<file path="src/rtl/sprite_motion_ctrl.sv">
// Sprite mover: steps qx/qy once per frame tick; IDLE/RUN/HOLD with optional dwell after row wrap.
// All outputs registered, one cycle after the qualifying tick; no backpressure, inputs sampled every cycle.
module sprite_motion_ctrl #(
   parameter int CORDW      = 10,
   parameter int H_RES_FULL = 800,
   parameter int V_RES_FULL = 525,
   parameter int V_RES      = 480,
   parameter int Q_SIZE     = 32
) (
   input  logic             clk_pix,
   input  logic             rst,
   input  logic [CORDW-1:0] sx,
   input  logic [CORDW-1:0] sy,
   input  logic             run,
   input  logic             step,
   input  logic [3:0]       speed,
   input  logic [7:0]       hold_frames,
   output logic [CORDW-1:0] qx,
   output logic [CORDW-1:0] qy,
   output logic             busy,
   output logic             row_done,
   output logic [15:0]      frame_cnt
);

   localparam logic [CORDW-1:0] X_WRAP = CORDW'(H_RES_FULL - Q_SIZE);
   localparam logic [CORDW-1:0] Y_WRAP = CORDW'(V_RES_FULL - Q_SIZE);

   typedef enum logic [1:0] {IDLE, RUN, HOLD} state_t;

   state_t           state_q;
   logic [CORDW-1:0] qx_q, qy_q;
   logic [CORDW-1:0] qx_d, qy_d;
   logic             busy_q, row_done_q, step_pend_q;
   logic [15:0]      frame_cnt_q;
   logic [7:0]       hold_cnt_q;
   logic             tick, wrap, move_ok;

   assign tick    = (sy == CORDW'(V_RES)) && (sx == '0);
   // speed 0 must neither move nor wrap, so it disqualifies the whole move
   assign move_ok = (speed != 4'd0);
   assign wrap    = (qx_q >= X_WRAP);

   always_comb begin
      qx_d = qx_q + CORDW'(speed);
      qy_d = qy_q;
      if (wrap) begin
         qx_d = '0;
         qy_d = (qy_q >= Y_WRAP) ? '0 : qy_q + CORDW'(Q_SIZE);
      end
   end

   always_ff @(posedge clk_pix or posedge rst) begin
      if (rst) begin
         state_q     <= IDLE;
         qx_q        <= '0;
         qy_q        <= '0;
         busy_q      <= 1'b0;
         row_done_q  <= 1'b0;
         step_pend_q <= 1'b0;
         frame_cnt_q <= '0;
         hold_cnt_q  <= '0;
      end else begin
         row_done_q <= 1'b0;
         if (tick) frame_cnt_q <= frame_cnt_q + 16'd1;

         case (state_q)
            IDLE: begin
               if (run) begin
                  state_q     <= RUN;
                  busy_q      <= 1'b1;
                  step_pend_q <= 1'b0;
               end else if (tick && step_pend_q) begin
                  step_pend_q <= 1'b0;
                  if (move_ok) begin
                     qx_q       <= qx_d;
                     qy_q       <= qy_d;
                     row_done_q <= wrap;
                  end
               end else if (step) begin
                  step_pend_q <= 1'b1;
               end
            end

            RUN: begin
               if (!run) begin
                  state_q     <= IDLE;
                  busy_q      <= 1'b0;
                  step_pend_q <= 1'b0;
               end else if (tick && move_ok) begin
                  qx_q       <= qx_d;
                  qy_q       <= qy_d;
                  row_done_q <= wrap;
                  if (wrap && hold_frames != 8'd0) begin
                     state_q    <= HOLD;
                     hold_cnt_q <= hold_frames;
                  end
               end
            end

            HOLD: begin
               if (!run) begin
                  state_q     <= IDLE;
                  busy_q      <= 1'b0;
                  hold_cnt_q  <= '0;
                  step_pend_q <= 1'b0;
               end else if (tick) begin
                  // last dwell tick only re-arms RUN; motion resumes on the next tick
                  if (hold_cnt_q <= 8'd1) begin
                     state_q    <= RUN;
                     hold_cnt_q <= '0;
                  end else begin
                     hold_cnt_q <= hold_cnt_q - 8'd1;
                  end
               end
            end

            default: begin
               state_q <= IDLE;
               busy_q  <= 1'b0;
            end
         endcase
      end
   end

   assign qx        = qx_q;
   assign qy        = qy_q;
   assign busy      = busy_q;
   assign row_done  = row_done_q;
   assign frame_cnt = frame_cnt_q;

endmodule

</file>
<file path="config.mk">
export PLATFORM = sky130hd
export DESIGN_NAME = sprite_motion_ctrl
export DESIGN_NICKNAME = d
export VERILOG_FILES = /design/src/rtl/sprite_motion_ctrl.sv
export SDC_FILE = /design/constraint.sdc
export NUM_CORES = 1
export LEC_CHECK = 0
export CAP_MARGIN = 20
export CORE_MARGIN = 5
export CORE_UTILIZATION = 33
export CTS_BUF_LIST = sky130_fd_sc_hd__clkbuf_4 sky130_fd_sc_hd__clkbuf_8 sky130_fd_sc_hd__clkbuf_16
export DETAILED_ROUTE_END_ITERATION = 10
export GPL_ROUTABILITY_DRIVEN = 0
export PLACE_DENSITY = 0.59
export SKIP_CTS_REPAIR_TIMING = 1
export SYNTH_ARGS = -nofsm -noshare
export SYNTH_HDL_FRONTEND = slang
export SYNTH_SLANG_ARGS = --single-unit
</file>
<file path="constraint.sdc">
create_clock -name clk_pix -period 2.3 [get_ports clk_pix]
set_clock_uncertainty 0.05 [all_clocks]
set_input_delay 0.69 -clock clk_pix [delete_from_list [all_inputs] [get_ports clk_pix]]
set_output_delay 0.69 -clock clk_pix [all_outputs]
set_load 0.01 [all_outputs]
</file>
==> results list, run 1 <==
- The total count of hold-check failures in the final report is 0.
- Final-layout setup total negative slack: -0.3943 ns
- Type of the setup path with the least slack: in2reg
- Maximum VDD drop: 0.3396 mV
* Largest fanout of any net on the critical path: 4
- In the final layout, the multi-input gates occupy 0.001589 mm2.
- Final Cell Area: 0.004114 mm2
- After layout, the worst path uses 103.4% of the clock period.
* Power consumption: 1.809 mW
- Antenna Nets Post-Route: 0
- Minimum clock period: 2.377 ns
- Number of search-and-repair iterations in the first detailed-routing pass: 4
- Num ports: 74
- Fraction of layout instances using a drive strength above 1: 27.05%
- Setup repair after global routing missed its margin: true
- Fill cells: 733
- Clock-pin slew was measured on the worst setup and hold paths at around 0.080 ns.
- Smallest setup slack after layout: -0.07720 ns
- Pin count of the biggest net entering global routing: 45
- Number of maximum-capacitance violations: 0
- In this run the clock root is driven by a clkbuf_8.
- The tightest min-delay check is of the reg2reg type.
* Most Used Layer, Global Route: met2
- Latest clock arrival within the worst-skew pair: 0.29 ns
- Total leakage power: 1.987 nW
* Final setup violation count: 8
- Mean cell area of the mapped netlist: roughly 9.4 um2
- For this run, the share of the core covered by cells in the final layout is 52.96%.
- Worst slack at placement: -0.7153 ns
- Buffer levels on the longest clock path: 2
- Area of the mapped netlist: 0.002641 mm2
- Yosys attributes the largest share of cell area to dfrtp_1 (42%), ha_1 (5.7%), nand2_1 (4.1%).
- Number of sinks handled by clock tree synthesis: 44
- Number of remaining DRC errors: 0
- The first routing iteration left 90 violations.
* TritonCTS buffer count: 5
- Total routing usage reported by global routing: 14.24%
* Yosys top cell by area: dfrtp_1
* Antenna violations before repair: 0
- In the global route stage, met1 resource usage came out at around a fifth.
- Count of flip-flops with a built-in enable after synthesis: 0
* Sequential Area: 0.001101 mm2
- TritonCTS built the clock tree.
- Synth top area share: 41.69%
- For this block, the routed nets add up to 7.271 mm of wire.
- Via count of the routed design: ~2.5k
- Vias in the first global route: 2463
* Horizontal die dimension: 99.47 um
- Initial core utilization: roughly 34%
- The number of pins with negative max-slew slack in the final report is 0.
- Row generation in the floorplan step produced 32 rows.
- Dividing the detail-routed wire length by the instance count gives 14.40 um.
- P&R area growth vs syn: 55.76%
- After synthesis, the share of flip-flops with an asynchronous set or reset is 100.0%.
* Syn. warnings: 0
- Core area: 0.007767 mm2
- Among all flip-flop cells after synthesis, the most frequent one is dfrtp_1.
- Failing checks: setup timing
- Y dimension of the die: between 90 and 100 um
* Kind of end point of the critical path: flip-flop
- HPWL after detailed placement: 5.387 mm
- Endpoint arrival time on the critical path: 2.51 ns
- Number of diodes: 0
- Total gr overflow: 0
- Total placed instance area: 0.003767 mm2
- The run finished, with violations left.
- FMAX: 420.7 MHz
- Buffers placed on the I/O ports in this run total 68.
* Portion of the post-synthesis area used by sequential elements: 41.69%
- Final net count: 452
- Wire length of the first global-routing pass: approximately 12 mm
- In the synthesized netlist, the number of instances is 281.
* Flops & latches, synth: 44
- Detailed-route vias per instance: 4.950
- In this run the number of H-tree levels came out at 2.
- Nature of the critical path startpoint: input port
- Met3 global-route usage: under 10%
- In the global route stage, met2 resource usage came out at 22.57%.
* Power density of the placed cells: 439.7 mW/mm2
* Cell variety after synth: 49
* Required time of the worst setup path: 2.43 ns
- Die area: 0.009893 mm2
[cells in the final DEF, fill, tap and decap left out, types with 4 or more instances in the layout]
master | Yosys | routed
dlymetal6s2s_1 | 0 | 14
xnor2_1 | 10 | 10
clkdlybuf4s50_1 | 0 | 45
nor3_1 | 5 | 4
clkbuf_8 | 0 | 5
conb_1 | 1 | 5
or3_1 | 4 | 4
and3_1 | 8 | 7
clkbuf_2 | 0 | 7
nand4_1 | 4 | 4
nand3_1 | 15 | 14
nor2_1 | 18 | 15
xor2_1 | 6 | 6
o21ai_0 | 14 | 13
a22o_1 | 9 | 9
o21ai_2 | 0 | 4
o21ai_1 | 12 | 9
inv_1 | 18 | 15
nand2_1 | 29 | 29
buf_6 | 0 | 9
nor4_4 | 2 | 6
ha_1 | 12 | 9
a21oi_1 | 13 | 11
dfrtp_1 | 44 | 44
buf_4 | 6 | 46
[cell type report]
type	count	area share, %
clock inverters	2	0.3041
inverters	18	1.642
multi-input cells	211	38.63
flip-flops and latches	44	26.76
well taps	102	3.102
clock buffers	5	1.673
repair buffers	123	27.89
[state kept, by name (all words and copies together) (netlist names)]
signal       cells
busy             1
hold_cnt_q       8
qx              10
row_done         1
step_pend_q      1
frame_cnt       16
qy               5
state_q          2
[kinds of logic after synthesis]
logic type / after synthesis / synth area share [%]
xor gates and xnor gates: 16 / 5.305
buffers and inverters: 30 / 5.163
and+or+nand+nor: 109 / 24.11
DFF: 44 / 41.69
adders and majority gates: 13 / 6.442
AOI/OAI and AO/OA: 66 / 16.30
muxes: 2 / 0.8526
other: 1 / 0.1420
[worst max-delay path: stages]
cell	delay [ns]
buf_6	0.10
nor4_4	0.34
nand3_2	0.15
or4_4	0.59
o21bai_4	0.23
buf_6	0.14
o21ai_1	0.06
a22o_1	0.21
[power breakdown]
part           internal [mW]  switching, mW  total (mW)
Sequential             0.800         0.0260       0.826
Combinational          0.285          0.235       0.519
Clock                  0.206          0.257       0.463
Total                   1.29          0.518        1.81
[path summary, 6_finish.rpt]
| kind | depth (start not counted) | end | from | slack (ns) |
|---|---|---|---|---|
| max | 8 | hold_cnt_q[5]$_DFFE_PP0P_ | sy[4] | -0.08 |
| min | 1 | frame_cnt[15]$_DFFE_PP0P_ | frame_cnt[15]$_DFFE_PP0P_ | 0.44 |
| max in group asynchronous | 3 | hold_cnt_q[6]$_DFFE_PP0P_ | rst | 1.31 |
| min in group asynchronous | 3 | qy[8]$_DFFE_PP0P_ | rst | 0.68 |
| max reg2reg | 9 | qy[8]$_DFFE_PP0P_ | state_q[0]$_DFFE_PP0P_ | 0.04 |
| min reg2reg | 1 | frame_cnt[15]$_DFFE_PP0P_ | frame_cnt[15]$_DFFE_PP0P_ | 0.44 |
[synthesized netlist by cell type, types with 3 or more instances]
cell	n
nand4_1	4
or3_1	4
xnor2_1	10
and4_1	3
inv_1	18
and3_1	8
buf_4	6
nand2b_1	3
o31ai_1	3
a21oi_1	13
o21ai_0	14
a22o_1	9
o21ai_1	12
ha_1	12
nand3_1	15
nor2_1	18
xor2_1	6
nor3_1	5
clkbuf_1	5
nor4_1	5
nand2_1	29
dfrtp_1	44
[metrics by stage]
| step | hold slack, ns | cells |
|---|---|---|
| after floorplan | 0.4209 | 285 |
| after global placement | 0.4125 | 486 |
| after detailed placement | 0.4319 | 486 |
| after CTS | 0.4470 | 493 |
| after global routing | 0.4609 | 505 |
| final | 0.4419 | 505 |
[per-layer routing]
| metal | wire, um | vias up |
|---|---|---|
| met1 | 3395 | 1188 |
| met4 | 82 | 0 |
| met2 | 3459 | 59 |
| met3 | 333 | 8 |
| met5 | 0 | - |
| li1 | - | 1245 |
Note: power is estimated with default switching activity, not from simulation.
==> inputs of run 2 (changes only) <==
Settings changed: SKIP_CTS_REPAIR_TIMING 1 to not set.
==> results list, run 2 (synthesized netlist as in run 1, its figures left out) <==
* Top library cells by usage in the layout, fill and taps aside: buf_4 (45), dfrtp_1 (44), clkdlybuf4s50_1 (43)
- The area of all placed cells without fillers was 0.004046 mm2 (-1.6%).
* Die area: 0.009893 mm2 (unchanged)
- Global routing met1 resource utilization: 20.35% (+0.70 points)
- Num ports: 74 (unchanged)
* Maximum VDD drop: 0.3247 mV (-4.4%)
- The number of max-capacitance violations reported was 0 (unchanged).
* Nature of the critical path startpoint: input port
- The all-layer global routing usage is 14.65% (+0.41 points).
- Drt initial violations: 61 (-32%)
- Met3 global-route usage: 2.735% (-0.070 points)
* Number of port buffers: 68 (unchanged)
* P&R area growth vs syn: 53.20%
- The cell sitting at the root of the clock tree is a clkbuf_8.
- The setup slack after layout is -0.01425 ns (+0.06295 ns).
- Number of slew-limit violations in the final report: 0 (unchanged)
- The length of the first detailed-routing pass in iterations is 4 (unchanged).
* Leading cell type in the layout, fill and taps excluded: buf_4
* Final hold violation count: 0 (unchanged)
- Antenna violations before repair: 0 (unchanged)
* Failing checks: setup timing
- The clock-pin slew of the registers on the worst-case setup and hold paths came to 0.08 ns (about the same).
- The flow ran to the end, but the final reports show violations.
- Detailed Route WL: 7.179 mm (-1.3%)
- Antenna Nets Post-Route: 0 (unchanged)
- The final setup violation count came to 1 (-7).
- TritonCTS built the clock tree.
- Number of standard cells in the final layout excluding fillers: 505 (unchanged)
- Max reg flops: 16 (unchanged)
- Kind of end point of the critical path: flip-flop
- The remaining design rule violation count came to 0 (unchanged).
- Power consumption: 1.761 mW (-2.6%)
* Number of placement rows: 32 (unchanged)
- Setup repair after global routing missed its margin: true
* Clock H-tree levels: 2 (unchanged)
* Share of the clock period used by the worst path: 100.6% (-2.7 points)
- Type of the setup path with the least slack: in2reg
* Number of diodes: 0 (unchanged)
- Detailed-route vias per instance: 4.939 (-0.24%)
- Final net count: 452 (unchanged)
- Largest fanout of any net on the critical path: 3 (-1)
- Met2 usage: 23.24% (+0.67 points)
- The number of hold buffers added after CTS was 0.
* Worst setup path startpoint: sx[5]
* Endpoint arrival time on the critical path: 2.44 ns (-0.07 ns)
- The total placed instance area came to 0.003767 mm2 (unchanged).
* Power density of the placed cells: 435.2 mW/mm2 (-1.0%)
- Cells after DPL: 486 (unchanged)
* Hold WC Path Type: reg2reg
- Worst hold margin: 0.4420 ns (+0.000008000 ns)
* Horizontal die dimension: 99.47 um (unchanged)
- The maximum clock path buffer count came to 2 (unchanged).
- HPWL after detailed placement: 5.387 mm (unchanged)
- Via count of the routed design: 2494 (-0.24%)
- The pin count of the biggest net entering global routing came to 45 (unchanged).
- Average wire per cell in the routed design: 14.22 um (-1.3%)
- Total gr overflow: 0 (unchanged)
- The total core area is 0.007767 mm2 (unchanged).
* Vias in the first global route: 2503 (+1.6%)
- The number of sinks handled by clock tree synthesis came to 44 (unchanged).
* Critical R2R Launch: state_q[0]$_DFFE_PP0P_
- Required time of the worst setup path: 2.43 ns (about the same)
- Most Used Layer, Global Route: met2
* Wire length of the first global-routing pass: 11.87 mm (+3.0%)
- Core Util, Final: 52.09% (-0.87 points)
- Beginning of the worst hold path: frame_cnt[7]$_DFFE_PP0P_
* Minimum clock period: 2.314 ns (-0.06295 ns)
- The share of final-layout standard cells stronger than drive strength 1 came to 26.80% (-0.25 points).
* Y dimension of the die: 99.47 um (unchanged)
- The initial core utilization was 34.00% (unchanged).
* Total leakage power: 1.869 nW (-6.0%)
* FMAX: 432.1 MHz (+2.7%)
- The clock insertion delay at the later pin of the skew report is 0.30 ns (about the same).
- TritonCTS buffer count: 5 (unchanged)
## run 2: repair_timing
item,in CTS,in global routing
cloned,0,0
setup endpoints to repair,38,19
resized for setup,88,24
pin swaps,19,14
buffers inserted,12,3
## run 2: critical path, stage by stage
cell and delay, ns:
buf_6 0.09, nor4b_4 0.33, nand3_2 0.16, or4_4 0.56
o21bai_4 0.18, buf_6 0.14, o21ai_2 0.05, a22o_1 0.22
## run 2: final timing paths
| path | to | slack, ns | cells past startpoint |
|---|---|---|---|
| hold / removal | frame_cnt[7]$_DFFE_PP0P_ | 0.44 | 1 |
| min in group asynchronous | qy[8]$_DFFE_PP0P_ | 0.68 | 3 |
| max in group asynchronous | hold_cnt_q[3]$_DFFE_PP0P_ | 1.31 | 3 |
| hold reg to reg | frame_cnt[7]$_DFFE_PP0P_ | 0.44 | 1 |
| setup / recovery | hold_cnt_q[6]$_DFFE_PP0P_ | -0.01 | 8 |
| setup reg to reg | qy[9]$_DFFE_PP0P_ | 0.09 | 8 |
## run 2: layer usage
layer,part of all wire (%),up-vias
li1,-,1244
met1,47,1191
met2,47,51
met3,4.5,8
met4,1.1,0
met5,0,-
## run 2: report_power, final
part	leakage (nW)	switching (mW)	internal [mW]
clock	0.0400	0.259	0.206
sequential	0.596	0.0192	0.801
combinational	1.23	0.226	0.250
## run 2: metrics by stage
stage / TNS, ns / setup WS, ns
finish: -0.01425 / -0.01425
global route: -0.3149 / -0.06558
CTS: -0.03379 / -0.01762
detailed placement: -21.06 / -0.7153
global placement: -19.95 / -0.6518
floorplan: -0.3303 / -0.07806
## run 2: final cells by class
cell class	instances	area, um2
flip-flops and latches	44	1101
fillers	730	3721
well taps	102	127.6
clock buffers	5	68.82
clock inverters	2	12.51
multi-input cells	211	1554
inverters	18	67.56
repair buffers	123	1115
